[config.mk]
export PLATFORM = sky130hd
export DESIGN_NAME = riscv_irq_accept
export DESIGN_NICKNAME = d
export VERILOG_FILES = /design/src/rtl/riscv_irq_pkg.sv /design/src/rtl/riscv_irq_prio.sv /design/src/rtl/riscv_irq_accept.sv
export SDC_FILE = /design/constraint.sdc
export NUM_CORES = 1
export LEC_CHECK = 0
export CORE_AREA = 3 3 40 42
export CTS_BUF_LIST = sky130_fd_sc_hd__clkbuf_8
export CTS_CLUSTER_SIZE = 25
export DETAILED_ROUTE_END_ITERATION = 10
export DIE_AREA = 0 0 43 45
export DONT_BUFFER_PORTS = 1
export SYNTH_ARGS = -nofsm -noshare
export SYNTH_HDL_FRONTEND = slang
export SYNTH_SLANG_ARGS = --single-unit
export TNS_END_PERCENT = 5
[constraint.sdc]
create_clock -name clk -period 3.85 [get_ports clk]
set_input_delay 0.77 -clock clk [delete_from_list [all_inputs] [get_ports clk]]
set_output_delay 0.77 -clock clk [all_outputs]
set_load 0.01 [all_outputs]
[src/rtl/riscv_irq_pkg.sv]
// rtl/riscv_irq_pkg.sv - shared IDs, pending-bit indices and FSM states for the interrupt receiver
package riscv_irq_pkg;

  localparam logic [4:0] IRQ_ID_TIMER = 5'd7;
  localparam logic [4:0] IRQ_ID_EXT   = 5'd11;
  localparam logic [4:0] IRQ_ID_DBG   = 5'd12;

  localparam int PEND_TMR = 0;
  localparam int PEND_EXT = 1;
  localparam int PEND_DBG = 2;

  typedef enum logic [1:0] {
    IDLE = 2'd0,
    REQ  = 2'd1,
    ACK  = 2'd2
  } irq_state_e;

  // One-hot pending mask for a cause ID; unknown IDs map to no bit.
  function automatic logic [2:0] id_to_mask(input logic [4:0] id);
    logic [2:0] m;
    m = 3'b000;
    case (id)
      IRQ_ID_TIMER: m[PEND_TMR] = 1'b1;
      IRQ_ID_EXT:   m[PEND_EXT] = 1'b1;
      IRQ_ID_DBG:   m[PEND_DBG] = 1'b1;
      default:      m = 3'b000;
    endcase
    return m;
  endfunction

endpackage

[src/rtl/riscv_irq_prio.sv]
// rtl/riscv_irq_prio.sv - fixed-priority encoder: debug > external > timer
module riscv_irq_prio
  import riscv_irq_pkg::*;
(
  input  logic [2:0] eligible_i,
  output logic       any_o,
  output logic [4:0] id_o
);

  always_comb begin
    any_o = |eligible_i;
    id_o  = 5'd0;
    if (eligible_i[PEND_DBG]) begin
      id_o = IRQ_ID_DBG;
    end else if (eligible_i[PEND_EXT]) begin
      id_o = IRQ_ID_EXT;
    end else if (eligible_i[PEND_TMR]) begin
      id_o = IRQ_ID_TIMER;
    end
  end

endmodule

[src/rtl/riscv_irq_accept.sv]
// rtl/riscv_irq_accept.sv - latches irq pulses, offers one trap at a time, acknowledges the serviced ID
// Optional request timeout and sticky timeout_o enabled by RISCV_IRQ_TIMEOUT_EN.
module riscv_irq_accept
  import riscv_irq_pkg::*;
#(
  parameter int TIMEOUT_CYCLES = 16
) (
  input  logic       clk,
  input  logic       rst_n,
  input  logic       irq_i,
  input  logic [4:0] irq_id_i,
  output logic       irq_ack_o,
  output logic [4:0] irq_id_o,
  input  logic       mstatus_mie_i,
  input  logic       mie_mtie_i,
  input  logic       mie_meie_i,
  input  logic       debug_mode_i,
  input  logic [2:0] pend_clr_i,
  output logic [2:0] pending_o,
  output logic       trap_req_o,
  output logic [4:0] trap_id_o,
`ifdef RISCV_IRQ_TIMEOUT_EN
  output logic       timeout_o,
`endif
  input  logic       trap_accept_i
);

  if (TIMEOUT_CYCLES < 2) begin : g_timeout_min
    $error("TIMEOUT_CYCLES must be at least 2");
  end

  irq_state_e state_q, state_d;
  logic [2:0] pend_q, pend_d;
  logic [4:0] trap_id_q, trap_id_d;
  logic [2:0] eligible;
  logic [2:0] set_mask;
  logic [2:0] ack_clr;
  logic       win_any;
  logic [4:0] win_id;
  logic       lat_eligible;

`ifdef RISCV_IRQ_TIMEOUT_EN
  localparam int CNT_W = $clog2(TIMEOUT_CYCLES + 1);
  logic [CNT_W-1:0] cnt_q, cnt_d, cnt_inc;
  logic             timeout_q, timeout_d;
  logic             timeout_hit;
`endif

  assign eligible[PEND_DBG] = pend_q[PEND_DBG] & ~debug_mode_i;
  assign eligible[PEND_EXT] = pend_q[PEND_EXT] & mie_meie_i & mstatus_mie_i & ~debug_mode_i;
  assign eligible[PEND_TMR] = pend_q[PEND_TMR] & mie_mtie_i & mstatus_mie_i & ~debug_mode_i;

  riscv_irq_prio u_prio (
    .eligible_i (eligible),
    .any_o      (win_any),
    .id_o       (win_id)
  );

  // The offered cause stays valid only while its own bit is still eligible.
  assign lat_eligible = |(id_to_mask(trap_id_q) & eligible);
  assign set_mask     = irq_i ? id_to_mask(irq_id_i) : 3'b000;

  always_comb begin
    state_d   = state_q;
    trap_id_d = trap_id_q;
    ack_clr   = 3'b000;
`ifdef RISCV_IRQ_TIMEOUT_EN
    cnt_inc     = cnt_q + CNT_W'(1);
    cnt_d       = (state_q == REQ) ? cnt_inc : '0;
    timeout_hit = 1'b0;
`endif
    case (state_q)
      IDLE: begin
        if (win_any) begin
          state_d   = REQ;
          trap_id_d = win_id;
        end
      end
      REQ: begin
        if (trap_accept_i) begin
          state_d = ACK;
          ack_clr = id_to_mask(trap_id_q);
        end else if (!lat_eligible) begin
          state_d = IDLE;
`ifdef RISCV_IRQ_TIMEOUT_EN
        end else if (cnt_inc == CNT_W'(TIMEOUT_CYCLES)) begin
          state_d     = IDLE;
          timeout_hit = 1'b1;
`endif
        end
      end
      ACK:     state_d = IDLE;
      default: state_d = IDLE;
    endcase
    // A new pulse in the same cycle as a clear keeps the bit set.
    pend_d = (pend_q & ~(pend_clr_i | ack_clr)) | set_mask;
`ifdef RISCV_IRQ_TIMEOUT_EN
    timeout_d = timeout_hit | (timeout_q & ~(|pend_clr_i));
`endif
  end

  always_ff @(posedge clk or negedge rst_n) begin
    if (!rst_n) begin
      state_q   <= IDLE;
      pend_q    <= 3'b000;
      trap_id_q <= 5'd0;
`ifdef RISCV_IRQ_TIMEOUT_EN
      cnt_q     <= '0;
      timeout_q <= 1'b0;
`endif
    end else begin
      state_q   <= state_d;
      pend_q    <= pend_d;
      trap_id_q <= trap_id_d;
`ifdef RISCV_IRQ_TIMEOUT_EN
      cnt_q     <= cnt_d;
      timeout_q <= timeout_d;
`endif
    end
  end

  assign pending_o  = pend_q;
  assign trap_req_o = (state_q == REQ);
  assign trap_id_o  = trap_id_q;
  assign irq_ack_o  = (state_q == ACK);
  assign irq_id_o   = (state_q == ACK) ? trap_id_q : 5'd0;
`ifdef RISCV_IRQ_TIMEOUT_EN
  assign timeout_o  = timeout_q;
`endif

endmodule

==> After elaboration in Yosys (flattened, before gate mapping) <==
Cells that the tools add are included.
{ "word_totals": {"ff_bits": 10, "input_bits": 16, "output_inout_bits": 15, "word_cells": 48} }
{ "op_classes": {"eq_ne": 10, "n_mux": 17, "bitwise": 13, "n_reduce_logical": 5} }
{ "ops": {"columns": ["cell", "count"], "rows": [
  ["5-bit by 4-bit equality test with 1-bit output, second input constant", 4],
  ["5-bit 2-to-1 mux", 3],
  ["3-bit 2-to-1 mux", 4],
  ["5-bit by 3-bit equality test with 1-bit output, second input constant", 2],
  ["1-bit bitwise AND", 7],
  ["3-bit bitwise AND", 2],
  ["1-bit 2-to-1 mux", 6],
  ["2-bit 2-to-1 mux", 3],
  ["3-bit OR", 2],
  ["3-bit OR reduction", 2],
  ["2-bit one-hot mux with 2 select lines", 1],
  ["2-bit AND reduction", 2],
  ["3-bit != test, second input constant", 1],
  ["3-bit NOT", 1],
  ["2-bit by 1-bit equality test with 1-bit output, second input constant", 1],
  ["2-bit equality test, second input constant", 1],
  ["2-bit zero test", 1],
  ["2-bit by 1-bit != test with 1-bit output, second input constant", 1],
  ["1-bit NOT", 1]
]} }

==> Longest topological paths before layout <==
Gate-level depths: netlist of the first run.
{ "depth": {"word_depth": 8, "mapped_depth": 3} }

==> By module <==
From an unflattened synthesis of the first run, not the netlist that was laid out.
{ "hier_totals": {"hier_cells": 67, "hier_area_um2": 625.6} }
{ "modules_own_cells": {"columns": ["mod", "instances", "cells_per_inst", "area_per_inst_um2", "seq_area_each_um2"], "rows": [
  ["riscv_irq_accept", 1, 58, 574.3, 250.2],
  ["riscv_irq_prio", 1, 9, 51.3, 0.0]
]} }

==> Worst setup path before layout of the first run <==
Ideal clock, no wire load.
{ "synth_path": {"kind": "reg2out", "start": "reg state_q[0]", "end": "out irq_id_o[1]", "arrival_ns": 1.024, "slack_ns": 2.056, "stages_incl_launch_ff": 4, "path_buffers": 1, "path_cell_list": "dfrtp_1 -> nor2b_1 -> and2_1 -> buf_4"} }
{ "synth_between": {"elab_chain_len": 2} }
{ "synth_rtl": {"columns": ["element", "line_no", "source"], "rows": [
  ["start: declaration", "riscv_irq_accept.sv:32", "irq_state_e state_q, state_d;"],
  ["start signal: assignment", "riscv_irq_accept.sv:112", "state_q <= state_d;"],
  ["2-bit equality test", null, null],
  ["via irq_ack_o", "riscv_irq_accept.sv:12", "output logic irq_ack_o,"],
  ["5-bit 2-to-1 mux", "riscv_irq_accept.sv:126", "assign irq_id_o = (state_q == ACK) ? trap_id_q : 5'd0;"],
  ["end: declaration", "riscv_irq_accept.sv:13", "output logic [4:0] irq_id_o,"]
]} }
The timed path passes the listed nets, and every way through them passes these cells.

==> Worst setup path after layout of the first run <==
{ "layout_path": {"start": "reg state_q[0]", "end": "out irq_id_o[0]"} }
Same word-level chain as after synthesis.

==> reports/metrics.yaml, run 1 <==
logic_synthesis:
  synth_warnings: 0
  syn_inst: 59
  avgSynthCellArea_um2: 9.077
  ys_types: 29
  synth-seq-cells: 8
  syn_area_um2: 535.5
  seq_area_frac_synth: 0.3738
critical_path:
  rr_endpoint: "state_q[0]$_DFFE_PN0P_"
  cp_max_fo: 5
  r2r_cells: 3
  crit_path_end_kind: "output port"
  crit_path_start_kind: "flop"
  cp.arrival_ns: 1.23
  cp.required_ns: 3.08
  worst-setup-path-type: "reg2out"
  cp_cell_sequence: "nor2b_1 -> and2_1"
  slowest_delay_ns: 0.41
  crit-reg2reg-launch: "state_q[0]$_DFFE_PN0P_"
  rrSetupSlack_ns: 2.47
  critPathSlowestCell: "dfrtp_1"
power_and_ir_drop:
  p_leak_uw: 0.0002417
  peakVddDrop_mv: 0.1641
  powerDensity_nw_per_um2: 436.0
  p_int_uw: 178.3
  p_clk_frac: 0.402
  swShare: 0.2818
  switching_power_uw: 69.94
  combPwrFrac: 0.115
  seqPwrFrac: 0.484
grt:
  grt_max_degree: 9
  grt_overflow: 0
  antenna_found_initial: 0
  grt_pass1_vias: 447
  grtUsageTotal: 0.1490
  grt_pass1_wl_mm: 1.994
hold_path:
  worstHoldPathType: "in2async"
placement:
  io_buffers: 0
  hpwlAfterDp_mm: 1.002
  placed_cell_area_um2: 528.0
  routabilityCongestion: 0.7127
route:
  first_iter_violations: 2
  wl_per_cell_um: 17.00
  vias: 452
  route.detailed.drc: 0
  routed_via_density: 6.108
  drt_pass1_iterations: 4
  ant_nets: 0
  wirelength_mm: 1.258
final_layout:
  regArea_um2: 200.2
  fin_nets: 77
  syn_to_final_growth_pct: 6.308
  layout_common_cells: "dfrtp_1 (8), inv_1 (5)"
  fillers: 127
  multiInputGateArea_um2: 290.3
  drive_gt1_frac: 0.06780
  utilization: 0.4430
  n_antenna_cell: 0
  fin_area_um2: 569.3
  final_common_cell: "dfrtp_1"
clocking:
  post_cts_buffers: 0
  htreeDepth: 1
  cts_max_path_buffers: 2
  cts-resized-gates: 0
  clk_latency_ns: 0.23
  cts.sinks: 8
  clk_pin_slew_ns: 0.04
  ctsRootBufferMaster: "clkbuf_8"
  cts_tree: "yes"
  holdBufCountCts: 0
  cts_made_buffers: 3
floorplan:
  die_w_um: 43
  io_pins: 31
  dieHeight_um: 45
  rows: 13
  die_area_um2: 1935
  start_util: 0.4167
  core_area_um2: 1285
run_status:
  status: "complete, no violations"
job:
  drv_cap: 0
sta:
  finalHoldViolCount: 0
  tns_ns: 0
  period_needed_ns: 2.002
  fin_skew_ns: 0.001487
  setup_viol: 0
  grt_setup_unrepaired: "no"
  max_freq_mhz: 499.6
  drv_slew: 0
  period_share: 0.5199
[sequential cells by signal (all words and copies together), names as in the netlist]
name,count
pending_o,3
trap_id_o,3
state_q,2
[cells in the mapped netlist (all sizes together)]
library cell  count  area, um2
dfrtp             8      200.2
inv               5      18.77
and2              4      25.02
buf               4      30.03
nand2             4      15.01
nor2              4      15.01
nor2b             4      25.02
and3b             2      17.52
and4b             2      20.02
nand4b            2      17.52
o2bb2ai           2      17.52
a21oi             1      5.000
a221oi            1      8.760
a22oi             1      7.510
a311oi            1      8.760
a31o              1      8.760
a32oi             1      8.760
and2b             1      10.01
conb              1      3.750
nand2b            1      6.260
nand3b            1      7.510
nor3b             1      7.510
o211ai            1      7.510
o21ai             1      5.000
o311ai            1      8.760
o31ai             1      7.510
o32ai             1      8.760
or2               1      6.260
or4               1      7.510
[logic make-up (layout without fill, tap and decap cells)]
| family | Yosys count | after routing | share of synthesized area |
|---|---|---|---|
| flops | 8 | 8 | 0.3738 |
| simple gates | 28 | 28 | 0.3365 |
| buf+inv | 9 | 8 | 0.09113 |
| other cells | 1 | 2 | 0.007003 |
| compound gates | 13 | 13 | 0.1916 |
[routing by layer]
| layer | global-route usage | vias to the layer above | wire length, um |
|---|---|---|---|
| met2 | 0.2186 | 25 | 561 |
| li1 | - | 214 | - |
| met3 | 0.05578 | 4 | 134 |
| met4 | 0.1084 | 0 | 32 |
| met5 | 0 | - | 0 |
| met1 | 0.1791 | 209 | 530 |
[worst max-delay path by stage]
| stage | to | start |
|---|---|---|
| after global routing | irq_id_o[0] | state_q[0]$_DFFE_PN0P_ |
| after floorplan | irq_id_o[1] | state_q[0]$_DFFE_PN0P_ |
| after global placement | irq_id_o[1] | state_q[0]$_DFFE_PN0P_ |
| final | irq_id_o[0] | state_q[0]$_DFFE_PN0P_ |
| after CTS | irq_id_o[0] | state_q[0]$_DFFE_PN0P_ |
| after detailed placement | irq_id_o[0] | state_q[0]$_DFFE_PN0P_ |
[power by group through the flow]
stage,combinational (uW),sequential [uW],clock [uW]
global placement,27.9,121,0
global route,32.4,123,107
floorplan,32.2,113,0
CTS,28.8,120,104
detailed placement,28.3,121,0
finish,28.5,120,99.7
[critical path, delay by kind of cell (launching register included)]
| family | cells | cell delay [ns] |
|---|---|---|
| AND/OR/NAND/NOR | 2 | 0.60 |
| flip-flops | 1 | 0.41 |
[layout make-up]
class,count,area share
clock buffer,3,0.07253
inverter,5,0.03297
multi-input combinational,43,0.5099
sequential,8,0.3516
tap,15,0.03297
[metrics by stage]
step / std cells / power [uW] / hold slack [ns] / setup WS, ns
after floorplan: 60 / 145.5 / 0.4744 / 2.056
after global placement: 71 / 149.3 / 0.4746 / 2.104
after detailed placement: 71 / 149.6 / 0.4746 / 2.077
after CTS: 74 / 252.7 / 0.2307 / 1.824
after global routing: 74 / 261.9 / 0.2280 / 1.793
final: 74 / 248.2 / 0.2370 / 1.848
Power figures use the tool's default switching activity.
==> run 2: changes to the inputs <==
clock period = 2.1 ns   (was 3.85 ns; I/O delays follow)
==> reports/metrics.yaml, run 2 (synthesis results as in run 1) <==
clocking:
  clk_latency_ns: 0.23  # about the same
  ctsRootBufferMaster: "clkbuf_8"  # unchanged
  cts_max_path_buffers: 2  # unchanged
  post_cts_buffers: 0  # unchanged
  cts.sinks: 8  # unchanged
  htreeDepth: 1  # unchanged
  cts_tree: "yes"  # unchanged
  clk_pin_slew_ns: 0.04  # about the same
  cts_made_buffers: 3  # unchanged
  cts-resized-gates: 0  # unchanged
route:
  ant_nets: 0  # unchanged
  routed_via_density: 5.960  # was 6.108
  vias: 447  # was 452
  first_iter_violations: 10  # was 2
  wl_per_cell_um: 17.12  # was 17.00 um
  drt_pass1_iterations: 4  # unchanged
  route.detailed.drc: 0  # unchanged
  wirelength_mm: 1.284  # was 1.258 mm
hold_path:
  min_to: "pending_o[1]$_DFF_PN0_"
  worstHoldPathType: "in2reg"  # was in2async
  min_path_cells: 1
  min-delay-start: "irq_id_i[2]"
job:
  drv_cap: 0  # unchanged
placement:
  placed_cell_area_um2: 528.0  # unchanged
  io_buffers: 0  # unchanged
  routabilityCongestion: 0.7104  # was 0.7127
  hpwlAfterDp_um: 979.9  # was 1.002 mm
critical_path:
  cp.required_ns: 1.68  # was 3.08 ns
  crit_path_end_kind: "output port"  # unchanged
  critPathSlowestCell: "dfrtp_1"  # unchanged
  worst-setup-path-type: "reg2out"  # unchanged
  rrSetupSlack_ns: 0.71  # was 2.47 ns
  r2r_cells: 3  # unchanged
  cp_cell_sequence: "nor2b_1 -> and2_1"  # unchanged
  rr_endpoint: "state_q[0]$_DFFE_PN0P_"  # unchanged
  slowest_delay_ns: 0.40  # was 0.41 ns
  cp.arrival_ns: 1.22  # was 1.23 ns
  crit-reg2reg-launch: "state_q[0]$_DFFE_PN0P_"  # unchanged
  crit_path_start_kind: "flop"  # unchanged
  cp_max_fo: 5  # unchanged
final_layout:
  fin_area_um2: 579.3  # was 569.3 um2
  fin_nets: 78  # was 77
  syn_to_final_growth_pct: 8.178  # was 6.308%
  layout_common_cells: "dfrtp_1 (8), inv_1 (5)"  # unchanged
  final_common_cell: "dfrtp_1"  # unchanged
  n_antenna_cell: 0  # unchanged
  fillers: 135  # was 127
  regArea_um2: 200.2  # unchanged
  drive_gt1_frac: 0.06667  # was 0.06780
  multiInputGateArea_um2: 290.3  # unchanged
floorplan:
  core_area_um2: 1285  # unchanged
  die_w_um: 43  # unchanged
  dieHeight_um: 45  # unchanged
  io_pins: 31  # unchanged
  die_area_um2: 1935  # unchanged
  rows: 13  # unchanged
  start_util: 0.4167  # unchanged
sta:
  tns_ns: 0  # unchanged
  fin_skew_ns: 0.002146  # was 0.001487 ns
  max_freq_mhz: 608.5
  drv_slew: 0  # unchanged
  finalHoldViolCount: 0  # unchanged
  period_needed_ns: 1.643
  setup_viol: 0  # unchanged
  period_share: 0.7825
  grt_setup_unrepaired: "no"  # unchanged
grt:
  antenna_found_initial: 0  # unchanged
  grt_overflow: 0  # unchanged
  grtUsageTotal: 0.1421  # was 0.1490
  grt_max_degree: 9  # unchanged
  grt_pass1_vias: 441  # was 447
  grt_pass1_wl_mm: 1.952  # was 1.994 mm
power_and_ir_drop:
  peakVddDrop_mv: 0.3018  # was 0.1641 mV
  p_leak_uw: 0.0002459  # was 0.0002417 uW
  powerDensity_nw_per_um2: 794.7  # was 436.0 nW/um2
run_status:
  status: "complete, no violations"  # unchanged
run 2: how the worst max path moves through the flow:
stage	depth (start not counted)	from	endpoint	slack [ns]
2_1_floorplan	3	state_q[0]$_DFFE_PN0P_	irq_id_o[1]	0.66
3_3_place_gp	2	state_q[0]$_DFFE_PN0P_	irq_id_o[1]	0.70
3_5_place_dp	2	state_q[0]$_DFFE_PN0P_	irq_id_o[1]	0.69
4_1_cts	2	state_q[0]$_DFFE_PN0P_	irq_id_o[1]	0.44
5_1_grt	2	state_q[0]$_DFFE_PN0P_	irq_id_o[0]	0.37
6_report	2	state_q[0]$_DFFE_PN0P_	irq_id_o[1]	0.46
run 2: what timing repair did:
| action | 4_1_cts | 5_1_grt |
|---|---|---|
| endpoints found under the setup margin | 0 | 0 |
| hold buffers | 1 | 0 |
| endpoints found under the hold margin | 8 | 0 |
run 2: area by class of cell:
cell class / instances / area share
sequential: 8 / 0.3456
inverter: 5 / 0.03240
tap: 15 / 0.03240
multi-input combinational: 43 / 0.5011
clock buffer: 3 / 0.07127
timing repair buffer: 1 / 0.01728
run 2: worst max-delay path, delay by kind of cell, from the launching register on:
family,cells,cell delay [ns]
DFF,1,0.40
and+or+nand+nor,2,0.60
run 2: stage by stage:
step                power (uW)  hold WS [ns]  utilization  cells  worst slack [ns]
finish                   460.4        0.2831       0.4508     75            0.4567
floorplan                266.7        0.1244            -     60            0.6565
CTS                      465.7        0.2837       0.4508     75            0.4382
detailed placement       275.1        0.1246       0.4109     71            0.6857
global route             481.7        0.2957       0.4508     75            0.3740
global placement         273.7        0.1246       0.4109     71            0.7041
run 2: power breakdown:
part	internal, uW	switching (uW)	leakage (uW)
logic	30.4	26.1	0.000121
registers	174	48.0	0.000104
clock network	124	58.3	0.0000216
run 2: routing by layer:
layer,vias to the layer above,track usage,wire length (um)
met3,2,0.05179,155
met1,204,0.1737,548
met2,25,0.2126,570
li1,216,-,-
met4,0,0.09036,10
met5,-,0,0
